[config.mk]
export PLATFORM = sky130hd
export DESIGN_NAME = seg_scan_mux
export DESIGN_NICKNAME = d
export VERILOG_FILES = /design/src/rtl/seg_pkg.sv /design/src/rtl/seg_decode.sv /design/src/rtl/seg_scan_mux.sv
export SDC_FILE = /design/constraint.sdc
export NUM_CORES = 1
export LEC_CHECK = 0
export ABC_AREA = 1
export BUFFER_PORTS_ARGS = -buffer_cell sky130_fd_sc_hd__buf_4
export CORE_ASPECT_RATIO = 0.7
export CORE_MARGIN = 1
export CORE_UTILIZATION = 61
export CTS_BUF_LIST = sky130_fd_sc_hd__clkbuf_2 sky130_fd_sc_hd__clkbuf_4 sky130_fd_sc_hd__clkbuf_8
export CTS_CLUSTER_SIZE = 16
export DETAILED_ROUTE_END_ITERATION = 10
export GPL_ROUTABILITY_DRIVEN = 0
export HOLD_SLACK_MARGIN = 0.06
export PLACE_DENSITY = 0.82
export SYNTH_ARGS = -nofsm -noshare
export SYNTH_HDL_FRONTEND = slang
export SYNTH_SLANG_ARGS = --single-unit
[constraint.sdc]
create_clock -name clk -period 1.95 [get_ports clk]
set_input_delay 0.0975 -clock clk [delete_from_list [all_inputs] [get_ports clk]]
set_output_delay 0.0975 -clock clk [all_outputs]
set_load 0.02 [all_outputs]
[src/rtl/seg_pkg.sv]
// Shared constants for the seven-segment scan driver: active-low glyph table,
// the all-dark pattern and the {a,b,c,d,e,f,g} bit positions within seg.
package seg_pkg;

    localparam int SEG_A = 6;
    localparam int SEG_B = 5;
    localparam int SEG_C = 4;
    localparam int SEG_D = 3;
    localparam int SEG_E = 2;
    localparam int SEG_F = 1;
    localparam int SEG_G = 0;

    localparam logic [6:0] SEG_BLANK = 7'h7F;

    // Hex glyphs 0..F, active-low, bit 6 = segment a
    localparam logic [6:0] SEG_TABLE [16] = '{
        7'h01, 7'h4F, 7'h12, 7'h06, 7'h4C, 7'h24, 7'h20, 7'h0F,
        7'h00, 7'h0C, 7'h08, 7'h60, 7'h31, 7'h42, 7'h30, 7'h38
    };

endpackage

[src/rtl/seg_decode.sv]
// Combinational hex nibble to active-low seven-segment pattern lookup.
module seg_decode
    import seg_pkg::*;
(
    input  logic [3:0] nibble,
    output logic [6:0] seg
);

    assign seg = SEG_TABLE[nibble];

endmodule

[src/rtl/seg_scan_mux.sv]
// N-digit multiplexed seven-segment driver with frame-aligned value updates,
// leading-zero blanking, per-digit blank/dp and anode dead-time.
module seg_scan_mux
    import seg_pkg::*;
#(
    parameter int N_DIGITS    = 4,
    parameter int SLOT_CYCLES = 100000,
    parameter int DEAD_CYCLES = 1
)
(
    input  logic                  clk,
    input  logic                  rst_n,
    input  logic [4*N_DIGITS-1:0] value,
    input  logic [N_DIGITS-1:0]   dp,
    input  logic [N_DIGITS-1:0]   blank,
    input  logic                  lzb,
    input  logic                  load,
    output logic [6:0]            seg,
    output logic                  dp_n,
    output logic [N_DIGITS-1:0]   an,
    output logic                  frame_tick
);

    localparam int CNT_W = $clog2(SLOT_CYCLES);
    localparam int IDX_W = (N_DIGITS > 1) ? $clog2(N_DIGITS) : 1;
    localparam logic [CNT_W-1:0] CNT_LAST = CNT_W'(SLOT_CYCLES - 1);
    localparam logic [IDX_W-1:0] IDX_LAST = IDX_W'(N_DIGITS - 1);

    logic [CNT_W-1:0]      cnt_reg;
    logic [IDX_W-1:0]      idx_reg;
    logic [4*N_DIGITS-1:0] pend_value_reg, shadow_value_reg;
    logic [N_DIGITS-1:0]   pend_dp_reg, shadow_dp_reg;
    logic [N_DIGITS-1:0]   pend_blank_reg, shadow_blank_reg;
    logic                  pend_valid_reg;

    logic                  slot_end, frame_end, in_dead, dark_sel;
    logic [N_DIGITS-1:0]   zero_hi, dark, an_next;
    logic [3:0]            nibble;
    logic [6:0]            glyph, seg_next;
    logic                  dp_n_next;

    assign slot_end  = (cnt_reg == CNT_LAST);
    assign frame_end = slot_end && (idx_reg == IDX_LAST);

    always_ff @(posedge clk or negedge rst_n) begin
        if (!rst_n) begin
            cnt_reg <= '0;
            idx_reg <= '0;
        end else if (slot_end) begin
            cnt_reg <= '0;
            idx_reg <= (idx_reg == IDX_LAST) ? '0 : idx_reg + 1'b1;
        end else begin
            cnt_reg <= cnt_reg + 1'b1;
        end
    end

    // A load coinciding with the boundary lands in pending and waits a full frame.
    always_ff @(posedge clk or negedge rst_n) begin
        if (!rst_n) begin
            pend_value_reg   <= '0;
            pend_dp_reg      <= '0;
            pend_blank_reg   <= '0;
            pend_valid_reg   <= 1'b0;
            shadow_value_reg <= '0;
            shadow_dp_reg    <= '0;
            shadow_blank_reg <= '0;
        end else begin
            if (frame_end && pend_valid_reg) begin
                shadow_value_reg <= pend_value_reg;
                shadow_dp_reg    <= pend_dp_reg;
                shadow_blank_reg <= pend_blank_reg;
                pend_valid_reg   <= 1'b0;
            end
            if (load) begin
                pend_value_reg <= value;
                pend_dp_reg    <= dp;
                pend_blank_reg <= blank;
                pend_valid_reg <= 1'b1;
            end
        end
    end

    for (genvar gi = 0; gi < N_DIGITS; gi++) begin : g_dark
        assign zero_hi[gi] = (shadow_value_reg[4*N_DIGITS-1:4*gi] == '0);
        if (gi == 0) begin : g_first
            assign dark[gi] = shadow_blank_reg[gi];
        end else begin : g_rest
            assign dark[gi] = shadow_blank_reg[gi] | (lzb & zero_hi[gi]);
        end
    end

    assign nibble   = shadow_value_reg[{idx_reg, 2'b00} +: 4];
    assign dark_sel = dark[idx_reg];
    assign in_dead  = (cnt_reg < CNT_W'(DEAD_CYCLES));

    seg_decode u_decode (
        .nibble (nibble),
        .seg    (glyph)
    );

    for (genvar gi = 0; gi < N_DIGITS; gi++) begin : g_an
        assign an_next[gi] = !(!dark_sel && !in_dead && (idx_reg == IDX_W'(gi)));
    end

    always_comb begin
        seg_next  = glyph;
        dp_n_next = ~shadow_dp_reg[idx_reg];
        if (dark_sel) begin
            seg_next  = SEG_BLANK;
            dp_n_next = 1'b1;
        end
    end

    always_ff @(posedge clk or negedge rst_n) begin
        if (!rst_n) begin
            seg        <= SEG_BLANK;
            dp_n       <= 1'b1;
            an         <= '1;
            frame_tick <= 1'b0;
        end else begin
            seg        <= seg_next;
            dp_n       <= dp_n_next;
            an         <= an_next;
            frame_tick <= frame_end && pend_valid_reg;
        end
    end

endmodule

==> results.py <==
metrics = {
    "detailed_routing": {
        "drt-pass1-iter-count": 8,
        "via_per_inst": 5.19,
        "drc_errors": 3,
        "met1_length_mm": 4.12,
        "ant_nets": 0,
        "routed-wl-met3_um": 476,
        "route.met2.wl_mm": 3.76,
        "vias": 3468,
        "top_layer": "met4",
        "wl_mm": 8.49,
        "drt_iter0_drc": 224,
        "routedWlPerCell_um": 12.7,
    },
    "worst_setup_path": {
        "worstPathMaxFanout": 11,
        "end_kind": "flip-flop",
        "cp_data_required_time_ns": 2.24,
        "crit_type": "flip-flop to flip-flop",
        "startpoint": "idx_reg[1]$_DFFE_PN0N_",
        "cp_cell_sequence": "inv_2 -> nand3_1 -> nand2_1 -> inv_1 -> ha_1 -> nand3_1 -> nand2_1 -> a21oi_1 -> nand2_1",
        "cpMostUsedCell": "nand2_1",
        "cp-start-kind": "flip-flop",
        "r2r-start": "idx_reg[1]$_DFFE_PN0N_",
        "cpMaxStageDelayCell": "dfrtp_2",
        "max_stage_delay_ns": 0.48,
        "arrival_ns": 2.05,
    },
    "global_route": {
        "antenna_found_initial": 0,
        "grt_pass1_wl_mm": 15.0,
        "grt_use_total": 0.281,
        "grt_max_degree": 82,
        "overflow": 0,
        "grt_pass1_vias": 3233,
    },
    "outcome": {
        "violations": "design-rule violations",
        "status": "finished, violations left",
    },
    "power": {
        "power_frac_clock": 0.401,
        "switching_share": 0.244,
        "internal_power_mw": 2.44,
        "power.switching_mw": 0.785,
        "powerDensity_nw_per_um2": 668,
        "power.share.sequential": 0.543,
        "p_leak_nw": 2.59,
        "p_comb_frac": 0.056,
        "ir_worst_vdd_mv": 0.545,
    },
    "layout": {
        "layout-drive-gt1-share": 0.156,
        "area_growth_pct": 21.7,
        "final_core_util": 0.773,
        "n_antenna_cell": 0,
        "largest_reg_flops": 17,
        "fin_nets": 624,
        "layout.cells.non_filler": 668,
    },
    "clocking": {
        "cts.clk_slew.worst_paths_ns": 0.09,
        "cts_root_buffer": "clkbuf_8",
        "cts.htree.levels": 3,
        "clock-sinks": 81,
        "cts_made_buffers": 9,
        "cts_tree": "yes",
        "ctsLongestPathBuffers": 2,
        "clock_latency_ns": 0.36,
    },
    "floorplanning": {
        "die_area_um2": 6830,
        "dieWidth_um": 98.4,
        "coreArea_um2": 6250,
        "fp.dieH_um": 69.5,
        "start_util": 0.635,
        "rows": 24,
        "top_level_ports": 41,
    },
    "sta": {
        "hold_violations": 0,
        "setup_tns_ns": 0,
        "fin_ws_ns": 0.189,
        "fin_crit_ns": 1.76,
        "fmax_mhz": 568,
        "setup_viol": 0,
        "finalCritPeriodShare": 0.903,
        "finalMaxSlewViolations": 0,
        "slew_headroom": 0.720,
        "grt_setup_unrepaired": "no",
        "tightest_slew_ns": 0.420,
        "skew_ns": 0.00837,
    },
    "synth": {
        "synth_cell_type_count": 27,
        "syn-instance-count": 515,
        "synth_nets": 554,
        "ys_seq_elements": 81,
        "syn_avg_cell_area_um2": 7.70,
        "yosysWarnings": 0,
        "ys_seq_area_frac": 0.515,
        "synth_area_um2": 3970,
    },
    "hold_path": {
        "min_from": "load",
        "hp-class": "input pin to flip-flop",
    },
    "placed_design": {
        "dp.cells": 625,
        "hpwl_mm": 5.61,
        "io_buffers": 40,
        "pre_cts_ws_ns": 0.177,
    },
    "flow_run": {
        "maxCapViolCount": 0,
    },
}
[per-layer routing]
layer | up-vias | GRT usage
li1 | 1724 | -
met1 | 1616 | 0.405
met2 | 114 | 0.421
met3 | 14 | 0.0685
met4 | 0 | 0.0912
met5 | - | 0
[logic make-up (layout without fill, tap and decap cells)]
kind of cell,Yosys count,after routing,synth area share
AO/OA/AOI/OAI,15,15,0.0192
AND/OR/NAND/NOR,343,343,0.353
buffers and inverters,57,132,0.0606
XOR/XNOR,8,8,0.0177
adder cells (fa/ha/maj),11,11,0.0347
flip-flops,81,81,0.515
[cell usage after synthesis, drive strengths merged]
cell type | n | area [µm²]
buf | 9 | 57.6
nand4 | 8 | 50.1
o22ai | 1 | 6.26
nor2 | 48 | 185
clkbuf | 6 | 23.8
a21oi | 5 | 25.0
nor4 | 1 | 6.26
nor3 | 6 | 30.0
inv | 41 | 154
clkinv | 1 | 5.00
nand2 | 241 | 910
and2 | 3 | 18.8
ha | 11 | 138
nand3 | 33 | 178
dfstp | 12 | 315
dfrtp | 69 | 1730
o21ai | 9 | 45.0
nand3b | 3 | 22.5
xor2 | 8 | 70.1
[power by group through the flow]
stage / clock network [mW] / registers [mW] / logic (mW)
2_1_floorplan: 0 / 1.77 / 0.0538
3_3_place_gp: 0 / 1.78 / 0.136
3_5_place_dp: 0 / 1.78 / 0.140
4_1_cts: 1.32 / 1.75 / 0.180
5_1_grt: 1.39 / 1.76 / 0.207
6_report: 1.29 / 1.75 / 0.181
[worst max-delay path: cells and delay by family, from the launching register on]
kind | cells | cell delay [ns]
simple gates | 5 | 0.57
flops | 1 | 0.48
buf+inv | 2 | 0.30
fa+ha+maj | 1 | 0.21
compound gates | 1 | 0.12
[placed cells by master (no fill, tap or decap), types with 2 or more instances in the layout]
cell type and count:
a21oi_1 5, and2_0 2, buf_4 48, clkbuf_8 9, dfrtp_1 67, dfrtp_2 2, dfstp_2 12, dlygate4sd3_1 25
ha_1 11, inv_1 34, inv_2 7, inv_6 2, inv_8 2, nand2_1 239, nand2_2 2, nand3_1 32
nand3b_1 3, nand4_1 8, nor2_1 46, nor2_2 2, nor3_1 6, o21ai_0 8, xor2_1 8
[timing repair]
item                       in CTS  in global routing
setup endpoints to repair       0                  4
setup buffers                   0                  2
gates resized for setup         0                  2
hold buffers                   25                  0
hold endpoints to repair       93                  0
[metrics by stage]
stage / power [mW] / instance area, µm² / hold slack (ns)
final: 3.22 / 4830 / 0.0978
after global routing: 3.35 / 4830 / 0.101
after CTS: 3.25 / 4810 / 0.0830
after detailed placement: 1.92 / 4350 / 0.151
after global placement: 1.92 / 4350 / 0.149
after floorplan: 1.83 / 3970 / -0.198
[layout make-up]
class	count	area (µm²)
well taps	78	97.6
fillers	456	1420
clock inverters	7	86.3
flip-flops and latches	81	2040
multi-input cells	377	1680
inverters	42	159
clock buffers	9	124
repair buffers	74	631
[worst paths after layout]
check                                                end  slack [ns]  cells after the start
setup / recovery                        seg[1]$_DFF_PN1_        0.19                      9
hold / removal             pend_value_reg[5]$_DFFE_PN0P_         0.1                      3
setup reg to reg                        seg[1]$_DFF_PN1_        0.19                      9
hold reg to reg            pend_value_reg[1]$_DFFE_PN0P_        0.48                      2
max in group asynchronous               seg[5]$_DFF_PN1_        1.30                      3
min in group asynchronous          cnt_reg[15]$_DFF_PN0_        0.29                      3
(Power assumes the default switching activity.)
